--- config.mk ---
export PLATFORM = sky130hd
export DESIGN_NAME = imem_boot_loader
export DESIGN_NICKNAME = d
export VERILOG_FILES = /design/src/rtl/imem_boot_loader.sv
export SDC_FILE = /design/constraint.sdc
export NUM_CORES = 1
export LEC_CHECK = 0
export ABC_AREA = 1
export BUFFER_PORTS_ARGS = -buffer_cell sky130_fd_sc_hd__buf_4
export CAP_MARGIN = 20
export CORE_MARGIN = 4
export CORE_UTILIZATION = 56
export CTS_CLUSTER_SIZE = 28
export DETAILED_ROUTE_END_ITERATION = 8
export GPL_ROUTABILITY_DRIVEN = 0
export PLACE_DENSITY_LB_ADDON = 0.25
export SYNTH_ARGS = -nofsm -noshare
export SYNTH_HDL_FRONTEND = slang
export SYNTH_SLANG_ARGS = --single-unit
--- constraint.sdc ---
create_clock -name clk -period 2.1 [get_ports clk]
set_input_delay 0 -clock clk [delete_from_list [all_inputs] [get_ports clk]]
set_output_delay 0 -clock clk [all_outputs]
set_load 0.01 [all_outputs]
--- src/rtl/imem_boot_loader.sv ---
`default_nettype none
// ---------------------------------------------------------------------------
// imem_boot_loader: packs a byte-stream boot image into imem words, verifies
// its XOR checksum and releases the core from reset.   Revision: 1.0
// ---------------------------------------------------------------------------
module imem_boot_loader #(
  parameter int          IMEM_DEPTH = 256,
  parameter logic [31:0] BASE_ADDR  = 32'h0
) (
  input  logic        clk,
  input  logic        reset,
  input  logic        start_i,
  input  logic [7:0]  rx_data_i,
  input  logic        rx_valid_i,
  output logic        rx_ready_o,
  output logic        wr_en_imem_o,
  output logic [31:0] wr_addr_imem_o,
  output logic [31:0] wr_instr_imem_o,
  output logic        cpu_reset_o,
  output logic        done_o,
  output logic        err_o
);

  localparam int c_idx_w = $clog2(IMEM_DEPTH) + 1;

  typedef enum logic [2:0] {
    S_IDLE = 3'd0,
    S_LEN0 = 3'd1,
    S_LEN1 = 3'd2,
    S_DATA = 3'd3,
    S_CSUM = 3'd4,
    S_RUN  = 3'd5,
    S_ERR  = 3'd6
  } state_t;

  state_t               r_state;
  state_t               w_next_state;
  logic [15:0]          r_len;
  logic [c_idx_w-1:0]   r_word_idx;
  logic [1:0]           r_byte_idx;
  logic [7:0]           r_xor;
  logic [23:0]          r_buf;
  logic                 r_wr_en;
  logic [31:0]          r_wr_addr;
  logic [31:0]          r_wr_instr;

  logic                 w_xfer;
  logic                 w_start_ok;
  logic [15:0]          w_len_full;
  logic [31:0]          w_idx32;
  logic                 w_last_word;
  logic [31:0]          w_word_addr;

  assign w_xfer      = rx_valid_i & rx_ready_o;
  assign w_start_ok  = start_i & ((r_state == S_IDLE) | (r_state == S_RUN) | (r_state == S_ERR));
  assign w_len_full  = {rx_data_i, r_len[7:0]};
  assign w_idx32     = 32'(r_word_idx);
  assign w_last_word = ((w_idx32 + 32'd1) == 32'(r_len));
  assign w_word_addr = BASE_ADDR + (w_idx32 << 2);

  always_ff @(posedge clk or negedge reset) begin
    if (!reset) begin
      r_state <= S_IDLE;
    end else begin
      r_state <= w_next_state;
    end
  end

  always_comb begin
    w_next_state = r_state;
    rx_ready_o   = 1'b0;
    cpu_reset_o  = 1'b1;
    done_o       = 1'b0;
    err_o        = 1'b0;
    case (r_state)
      S_IDLE: begin
        if (start_i) w_next_state = S_LEN0;
      end
      S_LEN0: begin
        rx_ready_o = 1'b1;
        if (rx_valid_i) w_next_state = S_LEN1;
      end
      S_LEN1: begin
        rx_ready_o = 1'b1;
        if (rx_valid_i) begin
          if (32'(w_len_full) > 32'(IMEM_DEPTH)) w_next_state = S_ERR;
          else if (w_len_full == 16'd0)          w_next_state = S_CSUM;
          else                                   w_next_state = S_DATA;
        end
      end
      S_DATA: begin
        rx_ready_o = 1'b1;
        if (rx_valid_i && (r_byte_idx == 2'd3) && w_last_word) w_next_state = S_CSUM;
      end
      S_CSUM: begin
        rx_ready_o = 1'b1;
        if (rx_valid_i) w_next_state = (rx_data_i == r_xor) ? S_RUN : S_ERR;
      end
      S_RUN: begin
        cpu_reset_o = 1'b0;
        done_o      = 1'b1;
        if (start_i) w_next_state = S_LEN0;
      end
      S_ERR: begin
        err_o = 1'b1;
        if (start_i) w_next_state = S_LEN0;
      end
      default: w_next_state = S_IDLE;
    endcase
  end

  // Word packing, checksum and the registered imem write port.
  always_ff @(posedge clk or negedge reset) begin
    if (!reset) begin
      r_len      <= 16'd0;
      r_word_idx <= '0;
      r_byte_idx <= 2'd0;
      r_xor      <= 8'd0;
      r_buf      <= 24'd0;
      r_wr_en    <= 1'b0;
      r_wr_addr  <= 32'd0;
      r_wr_instr <= 32'd0;
    end else begin
      r_wr_en <= 1'b0;
      if (w_start_ok) begin
        r_word_idx <= '0;
        r_byte_idx <= 2'd0;
        r_xor      <= 8'd0;
      end else if (w_xfer) begin
        case (r_state)
          S_LEN0: r_len[7:0]  <= rx_data_i;
          S_LEN1: r_len[15:8] <= rx_data_i;
          S_DATA: begin
            r_xor <= r_xor ^ rx_data_i;
            if (r_byte_idx == 2'd3) begin
              r_wr_en    <= 1'b1;
              r_wr_addr  <= w_word_addr;
              r_wr_instr <= {rx_data_i, r_buf};
              r_word_idx <= r_word_idx + 1'b1;
              r_byte_idx <= 2'd0;
            end else begin
              r_buf[8*r_byte_idx +: 8] <= rx_data_i;
              r_byte_idx               <= r_byte_idx + 2'd1;
            end
          end
          default: ;
        endcase
      end
    end
  end

  assign wr_en_imem_o    = r_wr_en;
  assign wr_addr_imem_o  = r_wr_addr;
  assign wr_instr_imem_o = r_wr_instr;

endmodule
`default_nettype wire

==> qor.yml <==
setup_path:
  worstSetupPathType: "flip-flop to flip-flop"
  cp-end-kind: "flip-flop"
  path_max_fanout: 5
  required_ns: 2.36
  start_kind: "flip-flop"
  worstPathArrival_ns: 2.12
grt:
  grt_max_degree: 78
  grt_pass1_vias: 3701
  grt-ovfl-total: 0
  grt_pass1_wl_um: 17600
  grt_usage: 0.216
  antenna_found_initial: 0
logic_synthesis:
  syn_inst: 583
  ys_seq_elements: 104
  synth_top_area_share: 0.521
  synthTopCellsByArea: "dfrtp_1, nand2_1, o21ai_0"
  post_synth_instance_area_um2: 5000
  synth_cell_types: 33
  synth_top_area_cell: "dfrtp_1"
  async_flop_share: 1.00
  syn_avg_cell_area_um2: 8.57
  synth_commonest_cells: "nand2_1, dfrtp_1, inv_1, o21ai_0, nand3_1"
  synthFlopType: "dfrtp_1"
  synth_warnings: 0
  synth_edf_count: 0
  synth-seq-area-share: 0.521
  yosys.cell_count.top_type: "nand2_1"
placed_design:
  io_buffers: 57
  hpwlAfterDp_um: 7960
clock_network:
  cts_tree: "done"
  insertion_delay_ns: 0.36
  cts_buffers: 9
  cts.htree.levels: 3
  path_clk_slew_ns: 0.10
  clkSinkCount: 104
  cts_buffer_depth: 2
  cts-root-buf: "clkbuf_8"
timing:
  finalHoldViolCount: 0
  max_slew_margin: 0.659
  maxSlewViolCount: 0
  min_period_ns: 1.86
  fmax_mhz: 538
  fin_skew_ns: 0.0119
  finalCritPeriodShare: 0.885
  setup_viol: 0
  worst_slew_pin_slew_ns: 0.509
  rsz0062_at_grt: "no"
  finalSetupTns_ns: 0
run:
  maxCapViolCount: 0
routing:
  via_per_inst: 5.20
  drtIter0Drc: 169
  route.detailed.drc: 0
  vias: 3960
  wirelength_um: 10800
  firstDrtPassIters: 5
  final_antenna_net_count: 0
  avgRoutedWirePerCell_um: 14.1
power:
  vdd_drop_max_mv: 0.629
  clkPwrFrac: 0.175
  power_density_nw_per_um2: 1210
  power_switching_mw: 2.64
  pwr-share-comb: 0.375
  p_int_mw: 4.29
  p_seq_frac: 0.450
  p_sw_frac: 0.381
  p_leak_nw: 2.99
outcome:
  status: "finished, final reports clean"
finish:
  multiInputGateArea_um2: 1880
  fillCellCount: 746
  drive_gt1_frac: 0.161
  final_util: 0.657
  layout.area.seq_um2: 2600
  nNetsFinal: 667
  area_growth_pct: 14.7
  diodes: 0
floorplan:
  die_w_um: 102
  row_count: 34
  io_pins: 81
  start_util: 0.573
  core_um2: 8720
  die-area_um2: 10500
  fp.dieH_um: 102
hold_path:
  hp-class: "primary input to flip-flop"
-- final cells by class --
type | count | share of cell area
Sequential cell | 104 | 0.454
Multi-Input combinational cell | 375 | 0.328
Timing Repair Buffer | 71 | 0.101
Inverter | 88 | 0.0581
Clock buffer | 12 | 0.0288
Tap cell | 108 | 0.0236
Clock inverter | 4 | 0.00589
-- cell usage in the layout, fill, tap and decap left out, types with 4 or more instances in the layout --
| cell type | n |
|---|---|
| buf_4 | 60 |
| dfrtp_1 | 104 |
| o21ai_1 | 16 |
| inv_1 | 79 |
| a22oi_1 | 7 |
| inv_2 | 8 |
| nor2_1 | 36 |
| conb_1 | 23 |
| o22ai_1 | 7 |
| nor2_2 | 4 |
| nand2_1 | 117 |
| nand3_1 | 52 |
| nand4_1 | 8 |
| xor2_1 | 6 |
| o21ai_0 | 67 |
| clkbuf_8 | 12 |
| dlygate4sd3_1 | 9 |
| ha_1 | 6 |
-- power by group through the flow --
stage	Combinational, mW	Clock [mW]	Sequential [mW]
finish	2.60	1.21	3.12
detailed placement	2.59	0	3.16
floorplan	1.62	0	3.19
global placement	2.49	0	3.12
CTS	2.62	1.23	3.12
global route	2.93	1.33	3.20
-- worst max-delay path: stages (launching register included) --
cell     delay [ns]
dfrtp_1        0.41
ha_1           0.22
nand2_2        0.12
nor2_2         0.15
nand4_1        0.14
nand3_1        0.11
nand2_1        0.07
nor2_1         0.11
nand3_1        0.09
nand2_1        0.12
nand2_1        0.10
nand2_1        0.07
nand2_1        0.04
-- layer usage --
metal	part of all wire	track usage	up-vias	routed length, µm
met1	0.48	0.319	1861	5110
met5	0	0	-	0
li1	-	-	1948	-
met3	0.064	0.0369	15	686
met4	0.016	0.0686	0	176
met2	0.44	0.325	136	4780
-- logic make-up after synthesis --
logic type | count (synthesis) | synth area share
fa+ha+maj | 6 | 0.0150
other cells | 1 | 0.000750
flops | 104 | 0.521
compound gates | 103 | 0.111
simple gates | 235 | 0.217
xor+xnor | 8 | 0.0140
buf+inv | 126 | 0.121
-- path summary, 6_finish.rpt --
| kind | start | slack, ns | to | cells after the start |
|---|---|---|---|---|
| worst min-delay path | start_i | 0.03 | r_byte_idx[0]$_DFFE_PN0P_ | 4 |
| worst min register to register | wr_addr_imem_o[4]$_DFFE_PN0P_ | 0.49 | wr_addr_imem_o[4]$_DFFE_PN0P_ | 2 |
| worst max register to register | r_word_idx[1]$_DFFE_PN0P_ | 0.24 | r_state[1]$_DFFE_PN0P_ | 12 |
| max in group asynchronous | reset | 1.29 | r_xor[1]$_DFFE_PN0P_ | 3 |
| min in group asynchronous | reset | 0.09 | wr_instr_imem_o[10]$_DFFE_PN0P_ | 2 |
| worst max-delay path | r_word_idx[1]$_DFFE_PN0P_ | 0.24 | r_state[1]$_DFFE_PN0P_ | 12 |
-- stage by stage --
| step | power (mW) | setup slack, ns | cells | cell area [µm²] | hold WS [ns] |
|---|---|---|---|---|---|
| after floorplan | 4.81 | 0.408 | 605 | 5080 | -0.296 |
| after global placement | 5.61 | 0.281 | 735 | 5420 | -0.0618 |
| after detailed placement | 5.74 | 0.184 | 735 | 5420 | -0.0523 |
| after CTS | 6.97 | 0.176 | 760 | 5710 | 0.0140 |
| after global routing | 7.46 | 0.00253 | 762 | 5730 | 0.0214 |
| final | 6.93 | 0.241 | 762 | 5730 | 0.0274 |
-- registers in the layout (all words and copies together), names as in the netlist --
| signal | count |
|---|---|
| r_len | 16 |
| r_buf | 24 |
| r_byte_idx | 2 |
| wr_addr_imem_o | 9 |
| r_xor | 8 |
| r_state | 3 |
| wr_instr_imem_o | 32 |
| wr_en_imem_o | 1 |
| r_word_idx | 9 |
-- repair_timing --
item                                    CTS  global route
buffers inserted                          0             2
endpoints found under the hold margin    46             0
gates resized for setup                   0             5
hold buffers                              9             0
endpoints found under the setup margin    0             3
No activity file was read; power rests on OpenSTA's default activity.
